## config.mk

```make
export PLATFORM = sky130hd
export DESIGN_NAME = register_write_arbiter
export DESIGN_NICKNAME = d
export VERILOG_FILES = /design/src/rtl/cpu_defines.sv /design/src/rtl/sync_fifo.sv /design/src/rtl/register_write_arbiter.sv
export SDC_FILE = /design/constraint.sdc
export NUM_CORES = 1
export LEC_CHECK = 0
export ABC_CLOCK_PERIOD_IN_PS = 7200
export BUFFER_PORTS_ARGS = -buffer_cell sky130_fd_sc_hd__buf_2
export CORE_ASPECT_RATIO = 0.9
export CORE_MARGIN = 2
export CORE_UTILIZATION = 58
export CTS_CLUSTER_DIAMETER = 120
export CTS_CLUSTER_SIZE = 30
export DETAILED_ROUTE_END_ITERATION = 10
export HOLD_SLACK_MARGIN = 0.05
export PLACE_DENSITY_LB_ADDON = 0.1
export SLEW_MARGIN = 30
export SYNTH_ARGS = -nofsm -noshare
export SYNTH_HDL_FRONTEND = slang
export SYNTH_SLANG_ARGS = --single-unit
```

## constraint.sdc

```tcl
create_clock -name clock -period 7.2 [get_ports clock]
set_input_delay 0.72 -clock clock [delete_from_list [all_inputs] [get_ports clock]]
set_output_delay 0.72 -clock clock [all_outputs]
set_load 0.03 [all_outputs]
```

## src/rtl/cpu_defines.sv

```systemverilog
// Shared register-file widths and the long-unit result payload.
package cpu_defines;

  localparam int unsigned REG_ADDR_WIDTH = 5;
  localparam int unsigned DATA_WIDTH     = 32;
  localparam int unsigned NUM_REGS       = 1 << REG_ADDR_WIDTH;
  localparam logic [REG_ADDR_WIDTH-1:0] ZERO_REG = 5'd0;

  typedef struct packed {
    logic [REG_ADDR_WIDTH-1:0] address;
    logic [DATA_WIDTH-1:0]     data;
  } long_entry_t;

endpackage

```

## src/rtl/sync_fifo.sv

```systemverilog
// Single-clock FIFO with registered count; head is the oldest stored entry.
module sync_fifo #(
  parameter int unsigned WIDTH = 37,
  parameter int unsigned DEPTH = 2
) (
  input  logic             clock,
  input  logic             reset,
  input  logic             push,
  input  logic [WIDTH-1:0] push_data,
  input  logic             pop,
  output logic             full,
  output logic             empty,
  output logic [WIDTH-1:0] head
);

  localparam int unsigned PTR_W   = (DEPTH > 1) ? $clog2(DEPTH) : 1;
  localparam int unsigned COUNT_W = $clog2(DEPTH + 1);

  logic [WIDTH-1:0]   storage [DEPTH];
  logic [PTR_W-1:0]   rd_ptr;
  logic [PTR_W-1:0]   wr_ptr;
  logic [COUNT_W-1:0] count;
  logic               push_ok;
  logic               pop_ok;

  assign full    = (count == COUNT_W'(DEPTH));
  assign empty   = (count == '0);
  assign head    = storage[rd_ptr];
  assign push_ok = push && !full;
  assign pop_ok  = pop && !empty;

  // Pointers wrap naturally because DEPTH is a power of two.
  always_ff @(posedge clock) begin
    if (!reset) begin
      rd_ptr <= '0;
      wr_ptr <= '0;
      count  <= '0;
    end else begin
      if (push_ok) wr_ptr <= wr_ptr + PTR_W'(1);
      if (pop_ok)  rd_ptr <= rd_ptr + PTR_W'(1);
      case ({push_ok, pop_ok})
        2'b10:   count <= count + COUNT_W'(1);
        2'b01:   count <= count - COUNT_W'(1);
        default: count <= count;
      endcase
    end
  end

  always_ff @(posedge clock) begin
    if (push_ok) storage[wr_ptr] <= push_data;
  end

endmodule

```

## src/rtl/register_write_arbiter.sv

```systemverilog
// Shares the register-file write port between pipeline writeback and a
// buffered long-latency unit; tracks pending long-op destinations.
module register_write_arbiter
  import cpu_defines::*;
#(
  parameter int unsigned DEPTH        = 2,
  parameter int unsigned STARVE_LIMIT = 4
) (
  input  logic                      clock,
  input  logic                      reset,
  input  logic                      pipe_write_enable,
  input  logic [REG_ADDR_WIDTH-1:0] pipe_write_address,
  input  logic [DATA_WIDTH-1:0]     pipe_write_data,
  input  logic                      long_valid,
  input  logic [REG_ADDR_WIDTH-1:0] long_address,
  input  logic [DATA_WIDTH-1:0]     long_data,
  output logic                      long_ready,
  input  logic                      mark_enable,
  input  logic [REG_ADDR_WIDTH-1:0] mark_address,
  input  logic [REG_ADDR_WIDTH-1:0] query_address_a,
  input  logic [REG_ADDR_WIDTH-1:0] query_address_b,
  output logic                      busy_a,
  output logic                      busy_b,
  output logic                      stall_request,
  output logic                      write_enable,
  output logic [REG_ADDR_WIDTH-1:0] write_address,
  output logic [DATA_WIDTH-1:0]     write_data
);

  localparam int unsigned STARVE_W = $clog2(STARVE_LIMIT + 1);

  long_entry_t         push_entry;
  long_entry_t         head_entry;
  logic                fifo_full;
  logic                fifo_empty;
  logic                fifo_push;
  logic                fifo_pop;
  logic                pipe_request;
  logic [STARVE_W-1:0] starve_count;
  logic [STARVE_W-1:0] starve_count_next;
  logic                stall_next;
  logic [NUM_REGS-1:0] pending;
  logic [NUM_REGS-1:0] pending_next;

  assign push_entry = '{address: long_address, data: long_data};
  assign long_ready = reset && !fifo_full;
  assign fifo_push  = long_valid && long_ready && (long_address != ZERO_REG);

  sync_fifo #(
    .WIDTH($bits(long_entry_t)),
    .DEPTH(DEPTH)
  ) u_result_fifo (
    .clock    (clock),
    .reset    (reset),
    .push     (fifo_push),
    .push_data(push_entry),
    .pop      (fifo_pop),
    .full     (fifo_full),
    .empty    (fifo_empty),
    .head     (head_entry)
  );

  // Pipe has priority; a write to r0 is treated as no request.
  always_comb begin
    write_enable  = 1'b0;
    write_address = ZERO_REG;
    write_data    = '0;
    fifo_pop      = 1'b0;
    pipe_request  = pipe_write_enable && (pipe_write_address != ZERO_REG);
    if (reset) begin
      if (pipe_request) begin
        write_enable  = 1'b1;
        write_address = pipe_write_address;
        write_data    = pipe_write_data;
      end else if (!fifo_empty) begin
        write_enable  = 1'b1;
        write_address = head_entry.address;
        write_data    = head_entry.data;
        fifo_pop      = 1'b1;
      end
    end
  end

  // Mark is applied after the commit clear so a newer outstanding op wins.
  always_comb begin
    pending_next = pending;
    if (fifo_pop) pending_next[head_entry.address] = 1'b0;
    if (mark_enable && (mark_address != ZERO_REG)) pending_next[mark_address] = 1'b1;
  end

  always_comb begin
    starve_count_next = '0;
    stall_next        = stall_request;
    if (fifo_pop) begin
      stall_next = 1'b0;
    end else if (!fifo_empty && pipe_request) begin
      starve_count_next = (starve_count == STARVE_W'(STARVE_LIMIT)) ?
                          starve_count : starve_count + STARVE_W'(1);
      if (starve_count_next == STARVE_W'(STARVE_LIMIT)) stall_next = 1'b1;
    end
  end

  always_ff @(posedge clock) begin
    if (!reset) begin
      pending       <= '0;
      starve_count  <= '0;
      stall_request <= 1'b0;
    end else begin
      pending       <= pending_next;
      starve_count  <= starve_count_next;
      stall_request <= stall_next;
    end
  end

  assign busy_a = reset && (query_address_a != ZERO_REG) && pending[query_address_a];
  assign busy_b = reset && (query_address_b != ZERO_REG) && pending[query_address_b];

endmodule

```

==> results.sh <==
export IMPL_status="finished, final reports clean"
export IMPL_synth_edf_count=74
export IMPL_peakVddDrop_v=0.000165
export IMPL_dieArea_um2=10800
export IMPL_detail_route_wl_per_cell_um=18.9
export IMPL_slew_viol_final=0
export IMPL_endpoint_kind="output pin"
export IMPL_cts_tree="built"
export IMPL_clock_sinks=115
export IMPL_pin_count=136
export IMPL_postCtsSetupRepairBufs=0
export IMPL_gr_usage_all_layers=0.271
export IMPL_use_met3=0.0741
export IMPL_p_sw_mw=0.483
export IMPL_worst_pin_slew_ns=0.984
export IMPL_final_cell_mix="buf_2 (135), edfxtp_1 (74), mux2i_1 (43)"
export IMPL_globalplace_congestion=0.935
export IMPL_numCtsBuffers=17
export IMPL_start_kind="input port"
export IMPL_syn_avg_cell_area_um2=12.6
export IMPL_portBuffers=135
export IMPL_period_share=0.496
export IMPL_setup_violations=0
export IMPL_die_y_um=98.9
export IMPL_whs_endpoint="u_result_fifo.storage[1][24]"
export IMPL_cap_violations=0
export IMPL_dpl_hpwl_um=9570
export IMPL_cts_htree_levels=4
export IMPL_critPathKind="input port to output pin"
export IMPL_seq_area_frac_synth=0.524
export IMPL_hold_depth=1
export IMPL_grt_busiest_layer="met2"
export IMPL_r2r_end="pending[9]"
export IMPL_drtAntennaViolNets=0
export IMPL_grt_pass1_vias=4447
export IMPL_grtUsageMet1=0.348
export IMPL_core_area_um2=9700
export IMPL_clk_pin_slew_ns=0.06
export IMPL_synth_async_sr_flop_share=0
export IMPL_syn2layout_area_growth_pct=21.8
export IMPL_fmaxAchievable_mhz=280
export IMPL_initial_utilization=0.599
export IMPL_clock_power_share=0.437
export IMPL_worstPathMaxFanout=37
export IMPL_clkLatencyLatePin_ns=0.53
export IMPL_ys_flop_type="edfxtp_1"
export IMPL_power_per_cell_area_nw_per_um2=249
export IMPL_root_buffer="clkbuf_8"
export IMPL_worstPathRequired_ns=6.48
export IMPL_grt_max_degree=51
export IMPL_max_stage_delay_ns=0.53
export IMPL_met2_usage=0.440
export IMPL_cp_common_cell="buf_2"
export IMPL_path_cells="buf_2 > or4_1 > o21a_1 > nand2b_4 > o21ai_0 > buf_2"
export IMPL_seq_power_share=0.420
export IMPL_r2r_cells=5
export IMPL_final_nets=687
export IMPL_syn_inst=462
export IMPL_drive_above_1_share=0.376
export IMPL_slowest_stage="or4_1"
export IMPL_diodes=0
export IMPL_syn_cell_area_um2=5810
export IMPL_overflow=0
export IMPL_die_w_um=109
export IMPL_yosys_warnings=0
export IMPL_hp_start="long_data[24]"
export IMPL_power_leakage_nw=2.54
export IMPL_routed_wl_um=13800
export IMPL_first_pass_iters=5
export IMPL_drc_errors=0
export IMPL_crit_arrival_ns=2.85
export IMPL_r2r_setup_slack_ns=4.75
export IMPL_grt_pass1_wl_um=22100
export IMPL_setup_tns_ns=0
export IMPL_synth_seq_cells=115
export IMPL_drt_iter0_markers=316
export IMPL_p_int_mw=1.27
export IMPL_syn_nets=559
export IMPL_cts_buffer_depth=2
export IMPL_final_common_cell="buf_2"
export IMPL_antenna_found_initial=0
export IMPL_vias=4496
export IMPL_hold_viol=0
export IMPL_p_comb_frac=0.143
export IMPL_netSwitchingFraction=0.275
export IMPL_clock_skew_final_ns=0.0125
export IMPL_rows=34
export IMPL_synth_distinct_cells=47
export IMPL_grt_setup_unrepaired="false"
export IMPL_design_area_um2=7080
export IMPL_max_slew_margin=0.342
export IMPL_dpl_cell_area_um2=6520
export IMPL_ctsResizeCount=0
export IMPL_period_minus_slack_ns=3.57
export IMPL_min_path_type="input port to flop"
export IMPL_hold_buffers=0
export IMPL_vias_per_cell=6.17
-- worst max path at each step --
stage	startpoint	end	slack, ns	cells past startpoint
after floorplan	reset	u_result_fifo.storage[1][0]	3.50	4
after global placement	pipe_write_address[2]	write_address[4]	3.75	6
after detailed placement	pipe_write_address[2]	write_address[0]	3.59	6
after CTS	pipe_write_address[2]	write_address[0]	3.59	6
after global routing	pipe_write_address[2]	write_address[0]	3.51	6
final	pipe_write_address[2]	write_address[0]	3.63	6
-- logic make-up after synthesis --
| kind of cell | share of synthesized area |
|---|---|
| compound gates | 0.195 |
| flops | 0.524 |
| simple gates | 0.0928 |
| mux | 0.136 |
| buf+inv | 0.0431 |
| fa+ha+maj | 0.00646 |
| xor+xnor | 0.00302 |
-- power by group through the flow --
| stage | logic [mW] | registers, mW | clock network (mW) |
|---|---|---|---|
| 4_1_cts | 0.252 | 0.738 | 0.776 |
| 6_report | 0.252 | 0.738 | 0.769 |
| 3_3_place_gp | 0.243 | 0.750 | 0 |
| 3_5_place_dp | 0.251 | 0.751 | 0 |
| 5_1_grt | 0.271 | 0.740 | 0.808 |
| 2_1_floorplan | 0.177 | 0.747 | 0 |
-- stage by stage --
stage / instances / util / hold WS, ns / power [mW] / setup WS (ns)
2_1_floorplan: 462 / - / 0.419 / 0.925 / 3.50
3_3_place_gp: 696 / 0.669 / 0.445 / 0.993 / 3.75
3_5_place_dp: 697 / 0.672 / 0.446 / 1.00 / 3.59
4_1_cts: 729 / 0.729 / 0.367 / 1.77 / 3.59
5_1_grt: 729 / 0.729 / 0.365 / 1.82 / 3.51
6_report: 729 / 0.729 / 0.378 / 1.76 / 3.63
-- synthesized netlist by cell type (3+ instances only) --
cell,instances,area [µm²]
a31oi_1,3,18.8
nand2b_1,5,31.3
o32ai_1,4,35.0
inv_1,14,52.6
o21ai_0,8,40.0
a21oi_1,36,180
mux4_2,16,360
a311oi_1,28,245
or4_1,3,22.5
nor3b_1,6,45.0
dfxtp_1,41,821
edfxtp_1,74,2220
buf_2,8,40.0
clkbuf_1,14,52.6
nand2_1,40,150
nor2_1,23,86.3
buf_6,9,101
o2bb2ai_2,30,450
nor3_1,11,55.1
o2bb2ai_1,6,52.6
ha_1,3,37.5
mux2i_1,43,430
nand3_1,7,35.0
o21a_1,3,22.5
-- state kept, by name, summed over array words and instances (netlist names), named ones only --
| signal | count |
|---|---|
| stall_request | 1 |
| u_result_fifo.storage | 74 |
| u_result_fifo.wr_ptr | 1 |
| pending | 32 |
| starve_count | 3 |
| u_result_fifo.count | 2 |
| u_result_fifo.rd_ptr | 1 |
-- critical path, delay by kind of cell --
family / cells / cell delay [ns]
AND/OR/NAND/NOR: 2 / 1.05
AO/OA/AOI/OAI: 2 / 0.74
buffers and inverters: 2 / 0.35
-- final cells by class --
cell class,count,area [µm²]
clock buffer,17,414
multi-input combinational,301,2530
fill,696,2620
clock inverter,15,135
sequential,115,3040
timing repair buffer,140,733
tap,126,158
inverter,15,56.3
-- per-layer routing --
metal | up-vias | routed length, µm
met4 | 0 | 327
met3 | 34 | 1130
met2 | 213 | 6860
met1 | 2162 | 5450
li1 | 2087 | -
met5 | - | 0
Note: power is estimated with default switching activity, not from simulation.
